===== src/rtl/axis_pack_output_bp.sv =====
// Byte-stream repacker: variable-count input beats are packed into fixed-width
// AXI-Stream words through a byte accumulator, with output backpressure.
module axis_pack_output_bp #(
    parameter int N_BYTES_IN  = 4,
    parameter int N_BYTES_OUT = 4,
    localparam int ACC = N_BYTES_IN + N_BYTES_OUT - 1,
    localparam int CW  = $clog2(ACC + 1),
    localparam int SCW = $clog2(N_BYTES_IN + 1)
) (
    input  logic                     clk,
    input  logic                     rst,
    input  logic [8*N_BYTES_IN-1:0]  s_bytes,
    input  logic [SCW-1:0]           s_cnt,
    input  logic                     s_last,
    input  logic                     s_valid,
    output logic                     s_ready,
    output logic [8*N_BYTES_OUT-1:0] m_tdata,
    output logic [N_BYTES_OUT-1:0]   m_tkeep,
    output logic                     m_tlast,
    output logic                     m_tvalid,
    input  logic                     m_tready,
    output logic [CW-1:0]            occ
);

    localparam logic [CW-1:0] OUT_W = CW'(N_BYTES_OUT);

    logic [8*ACC-1:0]         acc_q, acc_d;
    logic [CW-1:0]            fill_q, fill_d, pop_cnt, fill_rem;
    logic                     flush_q, flush_d;
    logic                     out_free, pop, pop_last, accept;
    logic [8*N_BYTES_OUT-1:0] word;
    logic [N_BYTES_OUT-1:0]   keep;

    always_comb begin
        out_free = !m_tvalid || m_tready;
        pop      = out_free && (fill_q >= OUT_W || (flush_q && fill_q != '0));
        pop_last = flush_q && (fill_q <= OUT_W);
        pop_cnt  = '0;
        if (pop)
            pop_cnt = (fill_q >= OUT_W) ? OUT_W : fill_q;
        fill_rem = fill_q - pop_cnt;
        s_ready  = !rst && !flush_q && (int'(fill_rem) + N_BYTES_IN <= ACC);
        accept   = s_valid && s_ready;
    end

    // Bytes above fill are kept at zero, but the mask makes unused lanes explicit.
    always_comb begin
        keep = '0;
        word = '0;
        for (int i = 0; i < N_BYTES_OUT; i++) begin
            keep[i] = int'(fill_q) > i;
            word[8*i +: 8] = keep[i] ? acc_q[8*i +: 8] : 8'h00;
        end
    end

    // Shift out the popped bytes, then append the new beat at the post-pop fill.
    always_comb begin
        acc_d = '0;
        for (int i = 0; i < ACC; i++) begin
            if (i + int'(pop_cnt) < ACC)
                acc_d[8*i +: 8] = acc_q[8*(i + int'(pop_cnt)) +: 8];
        end
        for (int j = 0; j < N_BYTES_IN; j++) begin
            if (accept && j < int'(s_cnt) && int'(fill_rem) + j < ACC)
                acc_d[8*(int'(fill_rem) + j) +: 8] = s_bytes[8*j +: 8];
        end
        fill_d = fill_rem + (accept ? CW'(s_cnt) : '0);
    end

    always_comb begin
        flush_d = flush_q;
        if (pop && pop_last)
            flush_d = 1'b0;
        else if (flush_q && fill_q == '0)
            flush_d = 1'b0;
        if (accept && s_last)
            flush_d = 1'b1;
    end

    always_ff @(posedge clk or posedge rst) begin
        if (rst) begin
            acc_q    <= '0;
            fill_q   <= '0;
            flush_q  <= 1'b0;
            m_tdata  <= '0;
            m_tkeep  <= '0;
            m_tlast  <= 1'b0;
            m_tvalid <= 1'b0;
        end else begin
            acc_q   <= acc_d;
            fill_q  <= fill_d;
            flush_q <= flush_d;
            if (pop) begin
                m_tdata  <= word;
                m_tkeep  <= keep;
                m_tlast  <= pop_last;
                m_tvalid <= 1'b1;
            end else if (m_tready) begin
                m_tvalid <= 1'b0;
            end
        end
    end

    assign occ = fill_q;

endmodule

===== config.mk =====
export PLATFORM = sky130hd
export DESIGN_NAME = axis_pack_output_bp
export DESIGN_NICKNAME = d
export VERILOG_FILES = /design/src/rtl/axis_pack_output_bp.sv
export SDC_FILE = /design/constraint.sdc
export NUM_CORES = 1
export LEC_CHECK = 0
export ABC_AREA = 1
export CORE_UTILIZATION = 50
export CTS_CLUSTER_DIAMETER = 40
export DETAILED_ROUTE_END_ITERATION = 8
export PLACE_DENSITY = 0.71
export SYNTH_ARGS = -nofsm -noshare
export SYNTH_HDL_FRONTEND = slang
export SYNTH_SLANG_ARGS = --single-unit

===== constraint.sdc =====
create_clock -name clk -period 5.7 [get_ports clk]
set_clock_uncertainty 0.2 [all_clocks]
set_input_delay 0.57 -clock clk [delete_from_list [all_inputs] [get_ports clk]]
set_output_delay 0.57 -clock clk [all_outputs]
set_load 0.01 [all_outputs]

**Word-level counts from Yosys, hierarchy flattened**

Cells that the tools add are included.

- Flip-flop bits (word level): 98
- Latch bits: 0
- Bits in writable memories: 0
- Memory bits (read-only): 0
- Input port bits: 40
- Output and inout port bits: 42
- Logic and storage cells: 113
- Memories: 0

- $add $sub $neg: 16
- $mul: 0
- Div/mod/pow operators: 0
- $lt $le $gt $ge: 22
- Eq/ne operators: 0
- Shifts and indexed selects: 15
- Muxes and demuxes: 27
- Bitwise operators: 0
- Reductions and logical operators: 26

Operators by type and width:

| operator | number |
|---|---|
| 56-bit by 8-bit indexed part select with 8-bit output | 6 |
| 32-bit by 4-bit < comparator with 1-bit output, second input constant | 9 |
| 56-bit bitwise mux | 4 |
| 56-bit 2-to-1 mux | 4 |
| 8-bit by 33-bit variable shift with 56-bit output, first input constant | 4 |
| 8-bit by 33-bit indexed part select with 56-bit output | 4 |
| 7-bit negator with 33-bit output | 3 |
| 8-bit 2-to-1 mux | 11 |
| 56-bit by 7-bit indexed part select with 8-bit output | 1 |
| 6-bit negator with 33-bit output | 1 |
| 1-bit logical AND | 17 |
| 3-bit by 3-bit adder with 4-bit output, first input constant | 3 |
| 3-bit 2-to-1 mux | 3 |
| 2-bit by 3-bit adder with 4-bit output, first input constant | 2 |
| 3-bit by 2-bit adder with 4-bit output, second input constant | 2 |
| 3-bit by 1-bit greater-than comparator with 1-bit output, second input constant | 2 |
| 3-bit by 2-bit greater-than comparator with 1-bit output, second input constant | 2 |
| 1-bit by 3-bit < comparator with 1-bit output, first input constant | 2 |
| 2-bit by 3-bit < comparator with 1-bit output, first input constant | 2 |
| 3-bit < comparator, second input constant | 2 |
| 3-bit nonzero test | 2 |
| 1-bit 2-to-1 mux | 5 |
| 1-bit by 3-bit adder with 4-bit output, first input constant | 1 |
| 3-bit by 1-bit adder with 4-bit output, second input constant | 1 |
| other kinds (10) | 13 |

**Depth between registers and ports, before layout**

Gate-level depths: netlist of run 1.

- Word-level depth: 19
- Gate-level depth with buffers: 25

**Worst setup path before layout of run 1**

Ideal clock, no wire load.

- Path type: input to register
- Start: input m_tready
- End: register acc_q[38]
- Setup time: 0.073 ns
- Arrival: 4.499 ns
- Data required time: 5.427 ns
- Path slack: 0.928 ns
- Stages: 18
- Cells stage by stage: inv_1 -> nand2_2 -> nand4_1 -> buf_2 -> buf_1 -> fa_1 -> ha_1 -> clkbuf_1 -> nor2_1 -> clkbuf_1 -> a21boi_0 -> ha_1 -> inv_1 -> nor3_2 -> nand3_2 -> nand3_1 -> nand2_1 -> a21oi_2

- Word-level cells in the longest chain between the ends: 17

Ends and longest elaborated chain:

| item | line | text |
|---|---|---|
| start, declared | 21 | `input logic m_tready,` |
| 1-bit logical OR (*) | 35 | `out_free = !m_tvalid \|\| m_tready;` |
| 1-bit logical AND (*) | 36 | `pop = out_free && (fill_q >= OUT_W \|\| (flush_q && fill_q != '0));` |
| 3-bit 2-to-1 mux (*) | 39 | `if (pop)` |
| parallel branches: the longest is 13 deep, another holds 7-bit negator with 33-bit output | - |  |
| 56-bit 2-to-1 mux (*) | 64 | `if (accept && j < int'(s_cnt) && int'(fill_rem) + j < ACC)` |
| net acc_d[38] | 27 | `logic [8*ACC-1:0] acc_q, acc_d;` |
| end signal, assigned | 82 | `acc_q <= '0;` |
| end signal, assigned | 90 | `acc_q <= acc_d;` |
| end, declared | 27 |  |

Mark *: on every way through the listed nets, which the timed path passes.
A chain may end at the register's enable or synchronous reset.

**Final worst setup path of run 1**

- Start: input m_tready
- End: register acc_q[17]

The elaborated chain is that of the path after synthesis.

==> out/metrics.cfg, run 1 <==
[outcome]
status=completed

[yosys]
synth_nets=1553
avgSynthCellArea_um2=6.016
syn_inst=1483
async_reset_ff_frac=1.000
synth.largest_area_cell=dfrtp_1
synthFlopType=dfrtp_1
synth_warnings=0
ys_ff_latch=98
synth_edf_count=0
synth_area_um2=8922
ys_types=41
synth_top_area_frac=0.2749
ys_seq_area_frac=0.2749
synth.area.top_cells=dfrtp_1 (27%), nand2_1 (20%), nand3_1 (8.8%)

[clock_network]
clockBufferDepth=2
cts_root_buf=clkbuf_16
clkTransAtPathRegs_ns=0.07
htreeDepth=3
clkSinkCount=98
cts_hold_buf=0
cts_tree=done
worstSkewPairLatency_ns=0.37
cts_made_buffers=9
cts-resized-gates=0
postCtsSetupBuffers=0

[timing]
setup_viol=0
max_freq_mhz=203.3
worst_pin_slew_ns=0.8620
hold_viol=0
maxSlewViolCount=0
timing.setup.tns_ns=0
grt_setup_unrepaired=no
min_period_ns=4.919
slew_headroom=0.4215
post-route-period-util=0.8630
whs_ns=0.2724

[route]
first_pass_iters=6
postRouteAntennaNets=0
via_per_inst=5.761
routedWlPerCell_um=20.77
wirelength_um=36960
drt_iter0_markers=1368
drc=0
via_count=10250

[place]
dp_cells=1763
port_buffers=81
gp_congestion=1.018
place_hpwl_um=29800

[cells_and_area]
layout-drive-gt1-share=0.05985
fin_cells=1779
final_common_cell=nand2_1
layout_common_cells=nand2_1 (481), inv_1 (202), nor2_1 (163)
diodes=0
nets=1619
fillers=1787
syn_to_final_growth_pct=14.89

[grt]
antenna_found_initial=0
grtUsageTotal=0.4119
grt_pass1_wl_um=55140
overflow=0
first_global_vias=9214
grt_max_degree=88

[power_and_ir_drop]
fin_total_pwr_mw=6.456
ir_drop_mv=0.7305
p_leak_nw=5.380
power_density_nw_per_um2=629.8

[critical_path]
crit_end=acc_q[17]
rr_startpoint=occ[2]
critPathRequiredTime_ns=5.71
critPathLaunch=m_tready
crit_fanout=8
cp-end-kind=flip-flop
crit_arrival_ns=4.93
worst_setup_path_start_kind=input pin
reg2reg_depth=17
critical_path_class=in -> reg
rrSetupSlack_ns=0.93
r2r-end=acc_q[17]

[die]
die_h_um=135.6
die_area_um2=18380
dieWidth_um=135.6
rows=48
core_um2=17360
ios=82
start_util=0.5141

[flow_run]
drv_cap=0

[min_path]
min_path_type=reg -> reg

synthesized netlist by cell type (4+ instances only):
| cell | n |
|---|---|
| a21oi_1 | 60 |
| buf_2 | 28 |
| clkbuf_1 | 14 |
| clkinv_1 | 5 |
| dfrtp_1 | 98 |
| ha_1 | 28 |
| inv_1 | 203 |
| inv_2 | 9 |
| nand2_1 | 481 |
| nand2_2 | 7 |
| nand3_1 | 157 |
| nand3_2 | 4 |
| nand3b_1 | 11 |
| nand4_1 | 52 |
| nor2_1 | 163 |
| nor2_2 | 5 |
| nor3_1 | 14 |
| nor3_2 | 9 |
| o211ai_1 | 12 |
| o21ai_0 | 86 |
logic make-up after synthesis:
family                   count (synthesis)  share of synthesized area
AND/OR/NAND/NOR                        919                     0.4600
buffers and inverters                  266                     0.1189
AO/OA/AOI/OAI                          168                     0.1005
flip-flops                              98                     0.2749
adder cells (fa/ha/maj)                 30                    0.04375
XOR/XNOR                                 2                   0.001964
power by group:
part	switching, mW	internal, mW
combinational	3.30	1.32
clock	0.326	0.319
sequential	0.223	0.975
total	3.84	2.61
layout make-up:
| cell class | instances | area (um^2) | area share |
|---|---|---|---|
| clock inverter | 6 | 57.56 | 0.005615 |
| timing repair buffer | 103 | 975.9 | 0.09520 |
| multi-input combinational | 1119 | 5423 | 0.5290 |
| sequential | 98 | 2452 | 0.2392 |
| clock buffer | 10 | 239.0 | 0.02331 |
| tap | 225 | 281.5 | 0.02746 |
| inverter | 218 | 822.0 | 0.08019 |
flip-flops by register name, indices dropped and copies added, names as in the netlist:
register  cells
m_tdata      32
acc_q        56
occ           3
m_tkeep       4
m_tlast       1
flush_q       1
m_tvalid      1
layer usage:
layer,global-route usage,up-vias,wire (um)
li1,-,4859,-
met1,0.5493,4680,15120
met2,0.6562,627,16700
met3,0.06173,82,3624
met4,0.1848,0,1513
met5,0,-,0
worst min path at each step:
stage	slack [ns]	from	to	depth (start not counted)
floorplan	0.25	acc_q[0]	m_tdata[0]	2
global placement	0.25	m_tkeep[1]	m_tkeep[1]	2
detailed placement	0.26	m_tdata[2]	m_tdata[2]	2
CTS	0.28	m_tdata[2]	m_tdata[2]	2
global route	0.29	m_tkeep[0]	m_tkeep[0]	1
finish	0.27	m_tdata[2]	m_tdata[2]	2
critical path: stages:
cell,delay (ns)
clkdlybuf4s50_1,0.45
inv_1,0.09
nand2_2,0.17
nand4_4,0.10
inv_1,0.10
ha_1,0.14
inv_1,0.05
fa_1,0.69
inv_1,0.23
ha_1,0.27
inv_1,0.08
nand2_2,0.07
nand3_1,0.11
inv_1,0.06
ha_1,0.39
nand2_1,0.16
nor3_2,0.64
nor2_1,0.11
a21oi_1,0.44
through the flow:
step | instance area [um^2] | utilization | setup slack (ns)
global route | 10250 | 0.5906 | 0.4533
floorplan | 8922 | - | 0.9277
CTS | 10250 | 0.5906 | 0.9320
global placement | 9955 | 0.5735 | 0.6580
finish | 10250 | 0.5906 | 0.7808
detailed placement | 9955 | 0.5735 | 0.5877
Power figures use the tool's default switching activity.
==> inputs of run 2 (changes only) <==
Settings changed: CORE_ASPECT_RATIO set to 1.75.
==> out/metrics.cfg, run 2 (synthesis results as in run 1) <==
[outcome]
status=completed

[die]
die_h_um=178.7  ; +32%
ios=82  ; unchanged
dieWidth_um=103.0  ; -24%
core_um2=17460  ; +0.58%
die_area_um2=18400  ; +0.11%
rows=64  ; +33%
start_util=0.5111  ; -0.002948

[route]
drc=0  ; unchanged
postRouteAntennaNets=0  ; unchanged
first_pass_iters=6  ; unchanged
via_per_inst=5.839  ; +1.4%
wirelength_um=39110  ; +5.8%
drt_iter0_markers=968  ; -29%
routedWlPerCell_um=21.97  ; +5.8%
via_count=10390  ; +1.4%

[flow_run]
drv_cap=0  ; unchanged

[cells_and_area]
fillers=1842  ; +3.1%
regMostFlops=acc_q
multi_input_area_um2=5423  ; unchanged
regArea_um2=2452  ; unchanged
layout_common_cells=nand2_1 (481), inv_1 (202), nor2_1 (163)
nets=1615  ; -0.25%
final_common_cell=nand2_1
layout-drive-gt1-share=0.05681  ; -0.003035
largest_registers=acc_q x56, m_tdata x32, m_tkeep x4
largest_register_ffs=56  ; unchanged
diodes=0  ; unchanged
syn_to_final_growth_pct=14.56
fin_cells=1780  ; +0.056%

[grt]
antenna_found_initial=0  ; unchanged
grt_max_degree=88  ; unchanged
grt_pass1_wl_um=59200  ; +7.4%
first_global_vias=9939  ; +7.9%
overflow=0  ; unchanged
grtUsageTotal=0.4487  ; +0.03675

[timing]
slew_headroom=0.2614  ; -0.1601
min_period_ns=4.943  ; +0.02378 ns
max_freq_mhz=202.3  ; -0.48%
post-route-period-util=0.8672  ; +0.004172
grt_setup_unrepaired=no
worst_pin_slew_ns=1.096  ; +0.2343 ns
setup_ws_ns=0.7570  ; -0.02378 ns
setup_viol=0  ; unchanged
maxSlewViolCount=0  ; unchanged
timing.setup.tns_ns=0  ; unchanged
hold_viol=0  ; unchanged

[critical_path]
rrSetupSlack_ns=0.90  ; -0.03 ns
crit_chain=clkdlybuf4s50_1 -> inv_1 -> nand2_2 -> nand4_4 -> inv_1 -> ha_1 -> inv_1 -> fa_1 -> nand2_2 -> nand2_4 -> inv_2 -> ha_1 -> inv_1 -> nor2_1 -> inv_1 -> ha_1 -> inv_1 -> nor3_2 -> nand3_2 -> nand3_1 -> nand2_1 -> a21oi_1
critical_path_class=in -> reg
crit_path_top_delay_cell=nor3_2
critPathRequiredTime_ns=5.76  ; +0.05 ns
cp-end-kind=flip-flop
cp_common_cell=inv_1
worst_setup_path_start_kind=input pin
crit_fanout=9  ; +1
crit_arrival_ns=5.00  ; +0.07 ns
cpPeakStageDelay_ns=0.59  ; -0.10 ns
reg2reg_depth=20  ; +3

[clock_network]
clkSinkCount=98  ; unchanged
cts_made_buffers=9  ; unchanged
clockBufferDepth=2  ; unchanged
postCtsSetupBuffers=0  ; unchanged
htreeDepth=3  ; unchanged
clkTransAtPathRegs_ns=0.07  ; about the same
cts_tree=done
cts-resized-gates=0  ; unchanged
cts_hold_buf=0  ; unchanged
cts_root_buf=clkbuf_16
worstSkewPairLatency_ns=0.37  ; about the same

[place]
place_hpwl_um=31480  ; +5.6%
pre_cts_slack_ns=0.4696  ; -0.1181 ns
port_buffers=81  ; unchanged
gp_congestion=1.075  ; +5.6%
dp_cells=1765  ; +0.11%

[power_and_ir_drop]
power_density_nw_per_um2=634.0  ; +0.66%
p_leak_nw=5.342  ; -0.69%
ir_drop_mv=0.7089  ; -3.0%

[min_path]
min_path_type=reg -> reg
worstHoldPathCells=2  ; unchanged

run 2: power by group:
part / total (mW) / leakage, nW / internal [mW] / switching, mW
Clock: 0.618 / 0.126 / 0.301 / 0.317
Combinational: 4.66 / 3.94 / 1.30 / 3.36
Sequential: 1.20 / 1.28 / 0.975 / 0.225
Total: 6.48 / 5.34 / 2.58 / 3.90
run 2: layer usage:
layer	track usage	share of wire	up-vias
met5	0.005917	0	-
met4	0.3873	0.10	0
met3	0.08733	0.076	223
met2	0.7264	0.48	585
met1	0.4930	0.34	4742
li1	-	-	4844
run 2: area by class of cell:
cell class / count / area share
clock buffers: 9 / 0.02203
clock inverters: 6 / 0.005019
inverters: 218 / 0.08043
multi-input cells: 1119 / 0.5305
flip-flops and latches: 98 / 0.2399
well taps: 231 / 0.02828
repair buffers: 99 / 0.09377
run 2: worst paths after layout:
check | startpoint | endpoint
hold / removal | acc_q[0] | m_tdata[0]
hold reg to reg | acc_q[0] | m_tdata[0]
max in group asynchronous | rst | acc_q[42]
min in group asynchronous | rst | occ[1]
setup / recovery | m_tready | acc_q[33]
setup reg to reg | occ[2] | acc_q[33]
run 2: stage by stage:
step / util / area (um^2) / total power, mW / hold WS (ns)
after floorplan: - / 8922 / 4.079 / 0.2493
after global placement: 0.5697 / 9945 / 5.658 / 0.2540
after detailed placement: 0.5697 / 9945 / 5.695 / 0.2619
after CTS: 0.5855 / 10220 / 6.310 / 0.2742
after global routing: 0.5855 / 10220 / 6.920 / 0.2955
final: 0.5855 / 10220 / 6.480 / 0.2698
run 2: worst max-delay path, delay by kind of cell:
kind | cells | cell delay, ns
buf+inv | 8 | 1.09
simple gates | 9 | 2.00
compound gates | 1 | 0.24
fa+ha+maj | 4 | 1.10
